**config.mk**
```make
export PLATFORM = sky130hd
export DESIGN_NAME = uart_tx_fifo
export DESIGN_NICKNAME = d
export VERILOG_FILES = /design/src/rtl/uart_tx_fifo.sv
export SDC_FILE = /design/constraint.sdc
export NUM_CORES = 1
export LEC_CHECK = 0
export ABC_AREA = 1
export CORE_AREA = 2 2 162 164
export CTS_CLUSTER_SIZE = 12
export DETAILED_ROUTE_END_ITERATION = 16
export DIE_AREA = 0 0 164 166
export GPL_TIMING_DRIVEN = 0
export MAX_ROUTING_LAYER = met4
export SLEW_MARGIN = 10
export SYNTH_ARGS = -nofsm -noshare
export SYNTH_HDL_FRONTEND = slang
export SYNTH_SLANG_ARGS = --single-unit
```
**constraint.sdc**
```tcl
create_clock -name clk -period 7 [get_ports clk]
set_input_delay 1.4 -clock clk [delete_from_list [all_inputs] [get_ports clk]]
set_output_delay 1.4 -clock clk [all_outputs]
set_load 0.02 [all_outputs]
```
**src/rtl/uart_tx_fifo.sv**
```systemverilog
// uart_tx_fifo: FIFO-buffered UART transmitter, 8N1 frames, LSB first.
// Define UART_TX_PARITY_EN to insert an even parity bit after the data (8E1).
module uart_tx_fifo #(
    parameter int CLK_FREQ_HZ = 50000000,
    parameter int BAUD_RATE   = 115200,
    parameter int FIFO_DEPTH  = 16,
    parameter int STOP_BITS   = 1
) (
    input  logic                          clk,
    input  logic                          rst,
    input  logic [7:0]                    tx_data,
    input  logic                          tx_valid,
    output logic                          tx_ready,
    output logic                          uart_txd,
    output logic                          tx_busy,
    output logic [$clog2(FIFO_DEPTH):0]   fifo_level,
    output logic                          overflow
);

    localparam int BIT_DIV = CLK_FREQ_HZ / BAUD_RATE;
    localparam int AW      = $clog2(FIFO_DEPTH);
    localparam int CW      = (BIT_DIV > 1) ? $clog2(BIT_DIV) : 1;
    localparam logic [CW-1:0] BAUD_LAST = CW'(BIT_DIV - 1);
    localparam logic [2:0]    STOP_LAST = 3'(STOP_BITS - 1);

`ifdef UART_TX_PARITY_EN
    typedef enum logic [2:0] {IDLE, START, DATA, PARITY, STOP} state_t;
`else
    typedef enum logic [2:0] {IDLE, START, DATA, STOP} state_t;
`endif

    logic [7:0]    mem [FIFO_DEPTH];
    logic [AW:0]   wr_ptr;
    logic [AW:0]   rd_ptr;
    logic          full;
    logic          empty;
    logic          push;
    logic          pop;
    logic [7:0]    head_data;
    logic [AW:0]   level_next;

    state_t        state;
    logic [CW-1:0] baud_cnt;
    logic [2:0]    bit_cnt;
    logic [7:0]    shift_reg;
    logic          baud_end;
    logic          stop_end;
    logic          going_idle;
`ifdef UART_TX_PARITY_EN
    logic          parity_bit;
`endif

    // The extra pointer MSB separates full (MSBs differ) from empty (equal).
    assign empty      = (wr_ptr == rd_ptr);
    assign full       = (wr_ptr[AW] != rd_ptr[AW]) && (wr_ptr[AW-1:0] == rd_ptr[AW-1:0]);
    assign tx_ready   = !full;
    assign push       = tx_valid && !full;
    assign fifo_level = wr_ptr - rd_ptr;
    assign head_data  = mem[rd_ptr[AW-1:0]];

    assign baud_end   = (baud_cnt == BAUD_LAST);
    assign stop_end   = (state == STOP) && baud_end && (bit_cnt == STOP_LAST);
    assign pop        = !empty && ((state == IDLE) || stop_end);
    assign going_idle = !pop && ((state == IDLE) || stop_end);
    assign level_next = fifo_level + (AW+1)'(push) - (AW+1)'(pop);

    always_ff @(posedge clk) begin
        if (push) begin
            mem[wr_ptr[AW-1:0]] <= tx_data;
        end
    end

    always_ff @(posedge clk or posedge rst) begin
        if (rst) begin
            wr_ptr   <= '0;
            rd_ptr   <= '0;
            overflow <= 1'b0;
        end else begin
            if (push) begin
                wr_ptr <= wr_ptr + (AW+1)'(1);
            end
            if (pop) begin
                rd_ptr <= rd_ptr + (AW+1)'(1);
            end
            if (tx_valid && !tx_ready) begin
                overflow <= 1'b1;
            end
        end
    end

    // Popping at the end of STOP goes straight into START, so queued bytes leave with no gap.
    always_ff @(posedge clk or posedge rst) begin
        if (rst) begin
            state     <= IDLE;
            baud_cnt  <= '0;
            bit_cnt   <= '0;
            shift_reg <= '0;
            uart_txd  <= 1'b1;
            tx_busy   <= 1'b0;
`ifdef UART_TX_PARITY_EN
            parity_bit <= 1'b0;
`endif
        end else begin
            tx_busy <= !going_idle || (level_next != '0);
            if (state != IDLE) begin
                baud_cnt <= baud_end ? '0 : baud_cnt + CW'(1);
            end
            case (state)
                IDLE: begin
                    if (pop) begin
                        shift_reg <= head_data;
                        uart_txd  <= 1'b0;
                        state     <= START;
`ifdef UART_TX_PARITY_EN
                        parity_bit <= ^head_data;
`endif
                    end
                end
                START: begin
                    if (baud_end) begin
                        uart_txd <= shift_reg[0];
                        bit_cnt  <= '0;
                        state    <= DATA;
                    end
                end
                DATA: begin
                    if (baud_end) begin
                        if (bit_cnt == 3'd7) begin
                            bit_cnt <= '0;
`ifdef UART_TX_PARITY_EN
                            uart_txd <= parity_bit;
                            state    <= PARITY;
`else
                            uart_txd <= 1'b1;
                            state    <= STOP;
`endif
                        end else begin
                            shift_reg <= {1'b0, shift_reg[7:1]};
                            uart_txd  <= shift_reg[1];
                            bit_cnt   <= bit_cnt + 3'd1;
                        end
                    end
                end
`ifdef UART_TX_PARITY_EN
                PARITY: begin
                    if (baud_end) begin
                        uart_txd <= 1'b1;
                        state    <= STOP;
                    end
                end
`endif
                STOP: begin
                    if (baud_end) begin
                        if (bit_cnt == STOP_LAST) begin
                            bit_cnt <= '0;
                            if (pop) begin
                                shift_reg <= head_data;
                                uart_txd  <= 1'b0;
                                state     <= START;
`ifdef UART_TX_PARITY_EN
                                parity_bit <= ^head_data;
`endif
                            end else begin
                                state <= IDLE;
                            end
                        end else begin
                            bit_cnt <= bit_cnt + 3'd1;
                        end
                    end
                end
                default: begin
                    state    <= IDLE;
                    uart_txd <= 1'b1;
                end
            endcase
        end
    end

endmodule
```
# Word level (Yosys, flattened, before mapping)
# Memory sizes are Yosys's and may differ from the RTL's.
# Cells that the tools add are included.
[classes]
add_sub_neg = 7
n_mul = 0
n_div = 0
n_lt_le_gt_ge = 0
n_eq_ne = 15
shift = 0
muxes = 30
n_bitwise = 0
reduce_logical = 23
[op_table]
columns = ["operator", "n"]
rows = [
  ["$mux 8", 5],
  ["$mux 3", 11],
  ["$pmux 8 s3", 1],
  ["$ne 2x2->1 const B", 6],
  ["$pmux 3 s4", 1],
  ["$add 5x1->5 const B", 2],
  ["$add 9x1->9 const B", 1],
  ["$eq 9x9->1 const B", 1],
  ["$mux 1", 9],
  ["$mux 9", 1],
  ["$pmux 3 s3", 1],
  ["$reduce_bool 3->1", 3],
  ["$reduce_and 4->1", 2],
  ["$logic_and 1x1->1", 7],
  ["$eq 3x2->1 const B", 2],
  ["$logic_not 3->1", 2],
  ["$reduce_and 6->1", 1],
  ["$add 5x1->5", 1],
  ["$eq 5x5->1", 1],
  ["$reduce_and 5->1", 1],
  ["$reduce_bool 5->1", 1],
  ["$sub 5x1->5", 1],
  ["$sub 5x5->5", 1],
  ["$eq 4x4->1", 1],
  ["other kinds (8)", 12],
]
[totals]
reg_bits = 36
latchBits = 0
mem_bits_rw = 128
rom_bits = 0
out_inout_bits = 9
word_cells = 85
mem_count = 1
[memory_table]
columns = ["name", "depth", "width", "read_ports", "rd_ports_with_merged_regs", "wr", "line_no", "rtl"]
rows = [
  ["mem", 16, 8, 1, 0, 1, "32", "logic [7:0] mem [FIFO_DEPTH];"],
]

# Logic depth before layout (Yosys ltp)
# Gate-level depths: netlist of the first run.
[logic_depth]
depth_word = 9
ltp_mapped = 23

# Least setup slack after synthesis of the first run
# Ideal clock, no wire load.
[synth_path]
path_kind = "register to output"
startpoint = "register rd_ptr[1]"
endpoint = "output port fifo_level[3]"
arrival_ns = 1.676
slack_ns = 3.924
stages_incl_launch_ff = 8
path_buffers = 2
cell_sequence = "dfrtp_1 -> buf_4 -> inv_2 -> buf_2 -> ha_1 -> nand2_1 -> o21ai_2 -> xor2_1"
[synth_via]
elab_chain_len = 1
[synth_rtl]
columns = ["item", "line_no", "rtl"]
rows = [
  ["from (decl)", "34", "logic [AW:0] rd_ptr;"],
  ["from (signal assigned)", "83", "rd_ptr <= rd_ptr + (AW+1)'(1);"],
  ["$sub 5x5->5", "58", "assign fifo_level = wr_ptr - rd_ptr;"],
  ["to (decl)", "16", "output logic [$clog2(FIFO_DEPTH):0] fifo_level,"],
]
# Every way passes these cells.

# Final worst setup path of the first run
# Same ends and word-level chain as after synthesis.

==> results.sh, run 1 <==
export IMPL_overflow=0
export IMPL_ys_types=39
export IMPL_cts_buffer_depth=2
export IMPL_yosys_register_bits=163
export IMPL_sw_frac_of_total=0.304
export IMPL_endpoint_kind="output pin"
export IMPL_setup_tns_ps=0
export IMPL_port_buffers=19
export IMPL_ys_warn_count=0
export IMPL_coreArea_um2=25600
export IMPL_dp_hpwl_um=12000
export IMPL_grt_pass1_wl_um=28100
export IMPL_maxCapViolCount=0
export IMPL_antenna_found_initial=0
export IMPL_finalSetupViolCount=0
export IMPL_cts_tree="yes"
export IMPL_die_y_um=166
export IMPL_viasPerCell=4.57
export IMPL_final_cells=1186
export IMPL_cp_start_kind="flip-flop"
export IMPL_grt_max_degree=36
export IMPL_drive_above_1_share=0.0893
export IMPL_criticalPathCategory="flip-flop to output pin"
export IMPL_layout_setup_ws_ps=2800
export IMPL_post_route_min_period_ps=4200
export IMPL_nets=873
export IMPL_power_total_mw=2.68
export IMPL_crit_arrival_ps=2800
export IMPL_crit_path_max_fanout=11
export IMPL_sequentialPowerShare=0.441
export IMPL_dpl_cell_count=1154
export IMPL_postSynthAreaPerCell_um2=9.71
export IMPL_cts_resized=0
export IMPL_p_int_mw=1.86
export IMPL_post_route_period_util=0.600
export IMPL_hp_class="flip-flop to flip-flop"
export IMPL_netlist_area_um2=7770
export IMPL_holdBufCountCts=0
export IMPL_cts_buffers=17
export IMPL_root_buffer="clkbuf_16"
export IMPL_clk_pin_slew_ps=70
export IMPL_combPwrFrac=0.218
export IMPL_synth_seq_area_share=0.608
export IMPL_rsz0062_at_grt="no"
export IMPL_vdd_drop_max_mv=0.206
export IMPL_powerDensity_nw_per_um2=299
export IMPL_tightestPinTransition_ps=875
export IMPL_drt_wl_total_um=17700
export IMPL_num_vias=5422
export IMPL_synth_fp_nets=835
export IMPL_die_area_um2=27200
export IMPL_antennaDiodeCount=0
export IMPL_maxSlewHeadroom=0.415
export IMPL_fin_worst_skew_ps=12.9
export IMPL_nFillCells=2526
export IMPL_crit_required_ps=5600
export IMPL_initial_core_util=0.303
export IMPL_clock_power_share=0.341
export IMPL_switchingPower_mw=0.814
export IMPL_first_global_vias=5329
export IMPL_gp_congestion=0.837
export IMPL_fp_dieW_um=164
export IMPL_areaGrowthSynthToFinish_pct=15.3
export IMPL_clk_latency_ps=430
export IMPL_cts_sinks=163
export IMPL_htree_levels=4
export IMPL_p_leak_nw=3.86
export IMPL_synth_cells=800
export IMPL_status="finished clean"
export IMPL_wl_per_cell_um=14.9
export IMPL_fp_row_count=59
export IMPL_drc=0
export IMPL_cts_setup_buffers=0
export IMPL_largest_reg_flops=128
export IMPL_finalMaxSlewViolations=0
export IMPL_antenna_left=0
export IMPL_drt_iter0_markers=426
export IMPL_final_hold_violation_count=0
export IMPL_fmax_mhz=238
export IMPL_dpl_worst_slack_ps=3190
export IMPL_ios=20
export IMPL_drt_pass1_iter_count=5
export IMPL_grt_total_usage=0.141
critical path, stage by stage, from the launching register on:
cell and delay (ps):
dfrtp_1 380, buf_4 170, inv_2 130, buf_2 280, ha_1 280, nand2_1 140, o21ai_2 70, xor2_1 250
clkdlybuf4s50_1 660
routing by layer:
metal | track usage | share of wire | vias to the layer above
met3 | 0.0267 | 0.045 | 41
met1 | 0.174 | 0.44 | 2586
met5 | - | 0 | -
li1 | - | - | 2656
met4 | 0.0637 | 0.035 | 0
met2 | 0.223 | 0.48 | 139
final timing paths:
kind                       startpoint            end  slack, ps  depth (start not counted)
hold / removal               uart_txd       uart_txd        470                          2
hold reg to reg              uart_txd       uart_txd        470                          2
setup reg to reg            rd_ptr[1]        tx_busy       3500                         21
max in group asynchronous         rst     bit_cnt[0]       5080                          2
setup / recovery            rd_ptr[1]  fifo_level[3]       2800                          8
min in group asynchronous         rst      wr_ptr[1]       1410                          2
per-stage QoR:
stage                     utilization  area (µm²)  hold slack (ps)
after floorplan                     -        7770              449
after global placement          0.327        8380              460
after detailed placement        0.327        8380              458
after CTS                       0.349        8950              478
after global routing            0.350        8960              491
final                           0.350        8960              472
final cells by class:
type / instances / area, µm² / share of cell area
Sequential cell: 163 / 4720 / 0.527
Multi-Input combinational cell: 477 / 2430 / 0.271
Inverter: 136 / 510 / 0.0570
Clock buffer: 18 / 429 / 0.0479
Tap cell: 335 / 419 / 0.0468
Timing Repair Buffer: 19 / 190 / 0.0212
Clock inverter: 14 / 140 / 0.0156
Buffer: 24 / 119 / 0.0133
logic make-up after synthesis:
logic type               synth area share
XOR/XNOR                           0.0180
flip-flops                          0.608
AO/OA/AOI/OAI                      0.0329
buffers and inverters              0.0810
adder cells (fa/ha/maj)            0.0406
AND/OR/NAND/NOR                     0.220
synthesized netlist by cell type:
cell type | n | share of area
nor2_4 | 4 | 0.0058
o21ai_0 | 14 | 0.0090
ha_1 | 22 | 0.035
nand3_2 | 2 | 0.0026
o21ai_2 | 1 | 0.0011
xor2_1 | 14 | 0.016
clkbuf_1 | 6 | 0.0029
nand2_4 | 3 | 0.0043
a31oi_1 | 1 | 0.00081
edfxtp_1 | 128 | 0.49
nor2_1 | 39 | 0.019
nand2_1 | 229 | 0.11
buf_1 | 1 | 0.00048
nand3_1 | 100 | 0.064
buf_4 | 3 | 0.0029
a22oi_1 | 1 | 0.00097
o31ai_1 | 1 | 0.00097
nor4_1 | 1 | 0.00081
nor3_1 | 4 | 0.0026
inv_2 | 7 | 0.0034
clkinv_1 | 1 | 0.00048
fa_1 | 2 | 0.0052
nand3_4 | 1 | 0.0023
o211ai_1 | 1 | 0.00097
buf_2 | 14 | 0.0090
a31o_2 | 1 | 0.0011
o21ai_1 | 1 | 0.00064
nand4_1 | 2 | 0.0016
nand2_2 | 4 | 0.0032
a21oi_1 | 22 | 0.014
dfstp_2 | 1 | 0.0034
xnor2_1 | 2 | 0.0023
or2_2 | 1 | 0.00081
a21oi_4 | 1 | 0.0021
o21a_1 | 1 | 0.00097
nor2_2 | 1 | 0.00081
nor3b_1 | 1 | 0.00097
dfrtp_1 | 34 | 0.11
inv_1 | 128 | 0.062
power groups by stage:
stage | clock network [mW] | logic (mW) | registers, mW
2_1_floorplan | 0 | 0.409 | 1.19
3_3_place_gp | 0 | 0.572 | 1.20
3_5_place_dp | 0 | 0.583 | 1.20
4_1_cts | 0.922 | 0.588 | 1.18
5_1_grt | 0.962 | 0.666 | 1.19
6_report | 0.912 | 0.583 | 1.18
cell usage in the layout (no fill, tap or decap), types with 8 or more instances in the layout:
master	netlist	layout
a21oi_1	22	22
buf_2	14	14
clkbuf_16	0	17
clkdlybuf4s50_1	0	19
dfrtp_1	34	34
edfxtp_1	128	128
ha_1	22	22
inv_1	128	127
inv_2	7	8
nand2_1	229	229
nand3_1	100	100
nor2_1	39	39
o21ai_0	14	14
xor2_1	14	14
Power figures use the tool's default switching activity.
==> inputs of run 2 (changes only) <==
==> constraint.sdc (replaced) <==
create_clock -name clk -period 4 [get_ports clk]
set_input_delay 0.8 -clock clk [delete_from_list [all_inputs] [get_ports clk]]
set_output_delay 0.8 -clock clk [all_outputs]
set_load 0.02 [all_outputs]
==> results of run 2 <==
Same layout as run 1 (identical final DEF). Status: finished clean.
Main changes from that run: setup slack after placement 3190 ps -> 500 ps; setup slack after layout 2800 ps -> 397 ps; register-to-register setup slack 3500 ps -> 500 ps; total power 2.68 mW -> 4.68 mW; worst IR drop on VDD 0.206 mV -> 0.360 mV
==> inputs of run 3 (changes only) <==
--- a/config.mk
+++ b/config.mk
@@ -6,12 +6,13 @@
 export NUM_CORES = 1
 export LEC_CHECK = 0
 export ABC_AREA = 1
-export CORE_AREA = 2 2 162 164
+export CORE_AREA = 2 2 170 156
 export CTS_CLUSTER_SIZE = 12
 export DETAILED_ROUTE_END_ITERATION = 16
-export DIE_AREA = 0 0 164 166
+export DIE_AREA = 0 0 172 158
 export GPL_TIMING_DRIVEN = 0
 export MAX_ROUTING_LAYER = met4
+export PLACE_DENSITY = 0.42
 export SLEW_MARGIN = 10
 export SYNTH_ARGS = -nofsm -noshare
 export SYNTH_HDL_FRONTEND = slang
==> run 3 against run 2 <==
  * Global-route usage grew 1.9 points
  * Utilization is 0.37 points higher
  * Combinational power about the same
  * Sequential power about the same
  * Clock power is essentially flat
  * Clock skew about the same
  * Critical path depth unchanged
  * Die area fell by 0.18%
  * Worst hold slack improved by 1.0 ps
  * Power up 0.57%
  * Fmax down 4.2%
  * Via count down 2.0%
==> results.sh, run 3 (synthesized netlist as in run 1, its figures left out) <==
export IMPL_p_leak_nw=3.88
export IMPL_cp_start_kind="flip-flop"
export IMPL_ios=20
export IMPL_first_global_vias=5024
export IMPL_cts_buffers=17
export IMPL_initial_core_util=0.305
export IMPL_regToRegSetupSlack_ps=380
export IMPL_gp_congestion=0.811
export IMPL_cts_setup_buffers=0
export IMPL_nets=875
export IMPL_overflow=0
export IMPL_grt_max_degree=21
export IMPL_crit_required_ps=3200
export IMPL_endpoint_kind="output pin"
export IMPL_dp_hpwl_um=13500
export IMPL_clk_pin_slew_ps=70
export IMPL_die_area_um2=27200
export IMPL_holdPathStages=2
export IMPL_die_y_um=158
export IMPL_cts_tree="yes"
export IMPL_fin_worst_skew_ps=12.5
export IMPL_setup_tns_ps=0
export IMPL_criticalPathCategory="flip-flop to output pin"
export IMPL_tightestPinTransition_ps=985
export IMPL_status="finished clean"
export IMPL_timing_rr_start="rd_ptr[1]"
export IMPL_areaGrowthSynthToFinish_pct=16.0
export IMPL_drive_above_1_share=0.0926
export IMPL_final_cell_mix="nand2_1, edfxtp_1, inv_1, nand3_1, nor2_1"
export IMPL_antenna_left=0
export IMPL_fin_hold_ws_ps=473
export IMPL_finalSetupViolCount=0
export IMPL_drt_wl_total_um=19600
export IMPL_wl_per_cell_um=16.4
export IMPL_dpl_worst_slack_ps=371
export IMPL_antenna_found_initial=0
export IMPL_rsz0062_at_grt="no"
export IMPL_min_from="uart_txd"
export IMPL_hold_path_end="uart_txd"
export IMPL_fmax_mhz=266
export IMPL_clk_latency_ps=440
export IMPL_layout_setup_ws_ps=238
export IMPL_drt_iter0_markers=400
export IMPL_post_route_period_util=0.941
export IMPL_hp_class="flip-flop to flip-flop"
export IMPL_drt_pass1_iter_count=7
export IMPL_port_buffers=19
export IMPL_viasPerCell=4.42
export IMPL_placed_cell_area_um2=8440
export IMPL_fp_dieW_um=172
export IMPL_cts_sinks=163
export IMPL_root_buffer="clkbuf_16"
export IMPL_maxSlewHeadroom=0.341
export IMPL_fp_row_count=56
export IMPL_maxCapViolCount=0
export IMPL_drc=0
export IMPL_cts_resized=0
export IMPL_htree_levels=4
export IMPL_crit_path_max_fanout=11
export IMPL_final_area_um2=9010
export IMPL_crit_arrival_ps=2960
export IMPL_final_hold_violation_count=0
export IMPL_vdd_drop_max_mv=0.269
export IMPL_grt_total_usage=0.160
export IMPL_largest_reg_flops=128
export IMPL_r2r_cells=21
export IMPL_r2r_end="tx_busy"
export IMPL_powerDensity_nw_per_um2=523
export IMPL_post_route_min_period_ps=3760
export IMPL_final_common_cell="nand2_1"
export IMPL_grt_pass1_wl_um=30400
export IMPL_finalMaxSlewViolations=0
export IMPL_holdBufCountCts=0
export IMPL_coreArea_um2=25500
export IMPL_antennaDiodeCount=0
export IMPL_num_vias=5311
export IMPL_cts_buffer_depth=2
[run 3: layout make-up]
type | count | area, µm²
timing repair buffer | 21 | 225
inverter | 136 | 510
clock buffer | 18 | 429
sequential | 163 | 4720
fill | 2635 | 16500
tap | 348 | 435
multi-input combinational | 477 | 2430
clock inverter | 14 | 144
buffer | 24 | 119
[run 3: metal layers]
| metal | wire (µm) | share of wire | vias up | track usage |
|---|---|---|---|---|
| met1 | 9930 | 0.51 | 2569 | 0.223 |
| met2 | 8960 | 0.46 | 74 | 0.240 |
| met4 | 238 | 0.012 | 0 | 0.0428 |
| met5 | 0 | 0 | - | - |
| met3 | 519 | 0.026 | 12 | 0.0303 |
| li1 | - | - | 2656 | - |
[run 3: worst max-delay path by stage]
stage                         start            end  slack (ps)  cells after the start
final                     rd_ptr[1]  fifo_level[3]         240                      8
after floorplan           rd_ptr[1]        tx_busy         990                     22
after global placement    rd_ptr[1]        tx_busy         410                     21
after global routing      rd_ptr[1]        tx_busy          80                     21
after CTS                 rd_ptr[1]  fifo_level[3]         200                      8
after detailed placement  rd_ptr[1]        tx_busy         370                     21
[run 3: report_power, final]
group	switching, mW	internal, mW	total (mW)
sequential	0.0656	2.00	2.06
combinational	0.636	0.385	1.02
clock	0.746	0.878	1.62
total	1.45	3.26	4.71
[run 3: critical path, stage by stage, from the launching register on]
cell and delay (ps):
dfrtp_1 380, buf_4 180, inv_2 160, buf_2 330, ha_1 290, nand2_1 140
o21ai_2 70, xor2_1 290, clkdlybuf4s50_1 670
[run 3: per-stage QoR]
step / util / power [mW] / instances
floorplan: - / 2.81 / 800
global placement: 0.329 / 3.13 / 1167
detailed placement: 0.331 / 3.14 / 1169
CTS: 0.353 / 4.77 / 1201
global route: 0.353 / 4.98 / 1201
finish: 0.353 / 4.71 / 1201
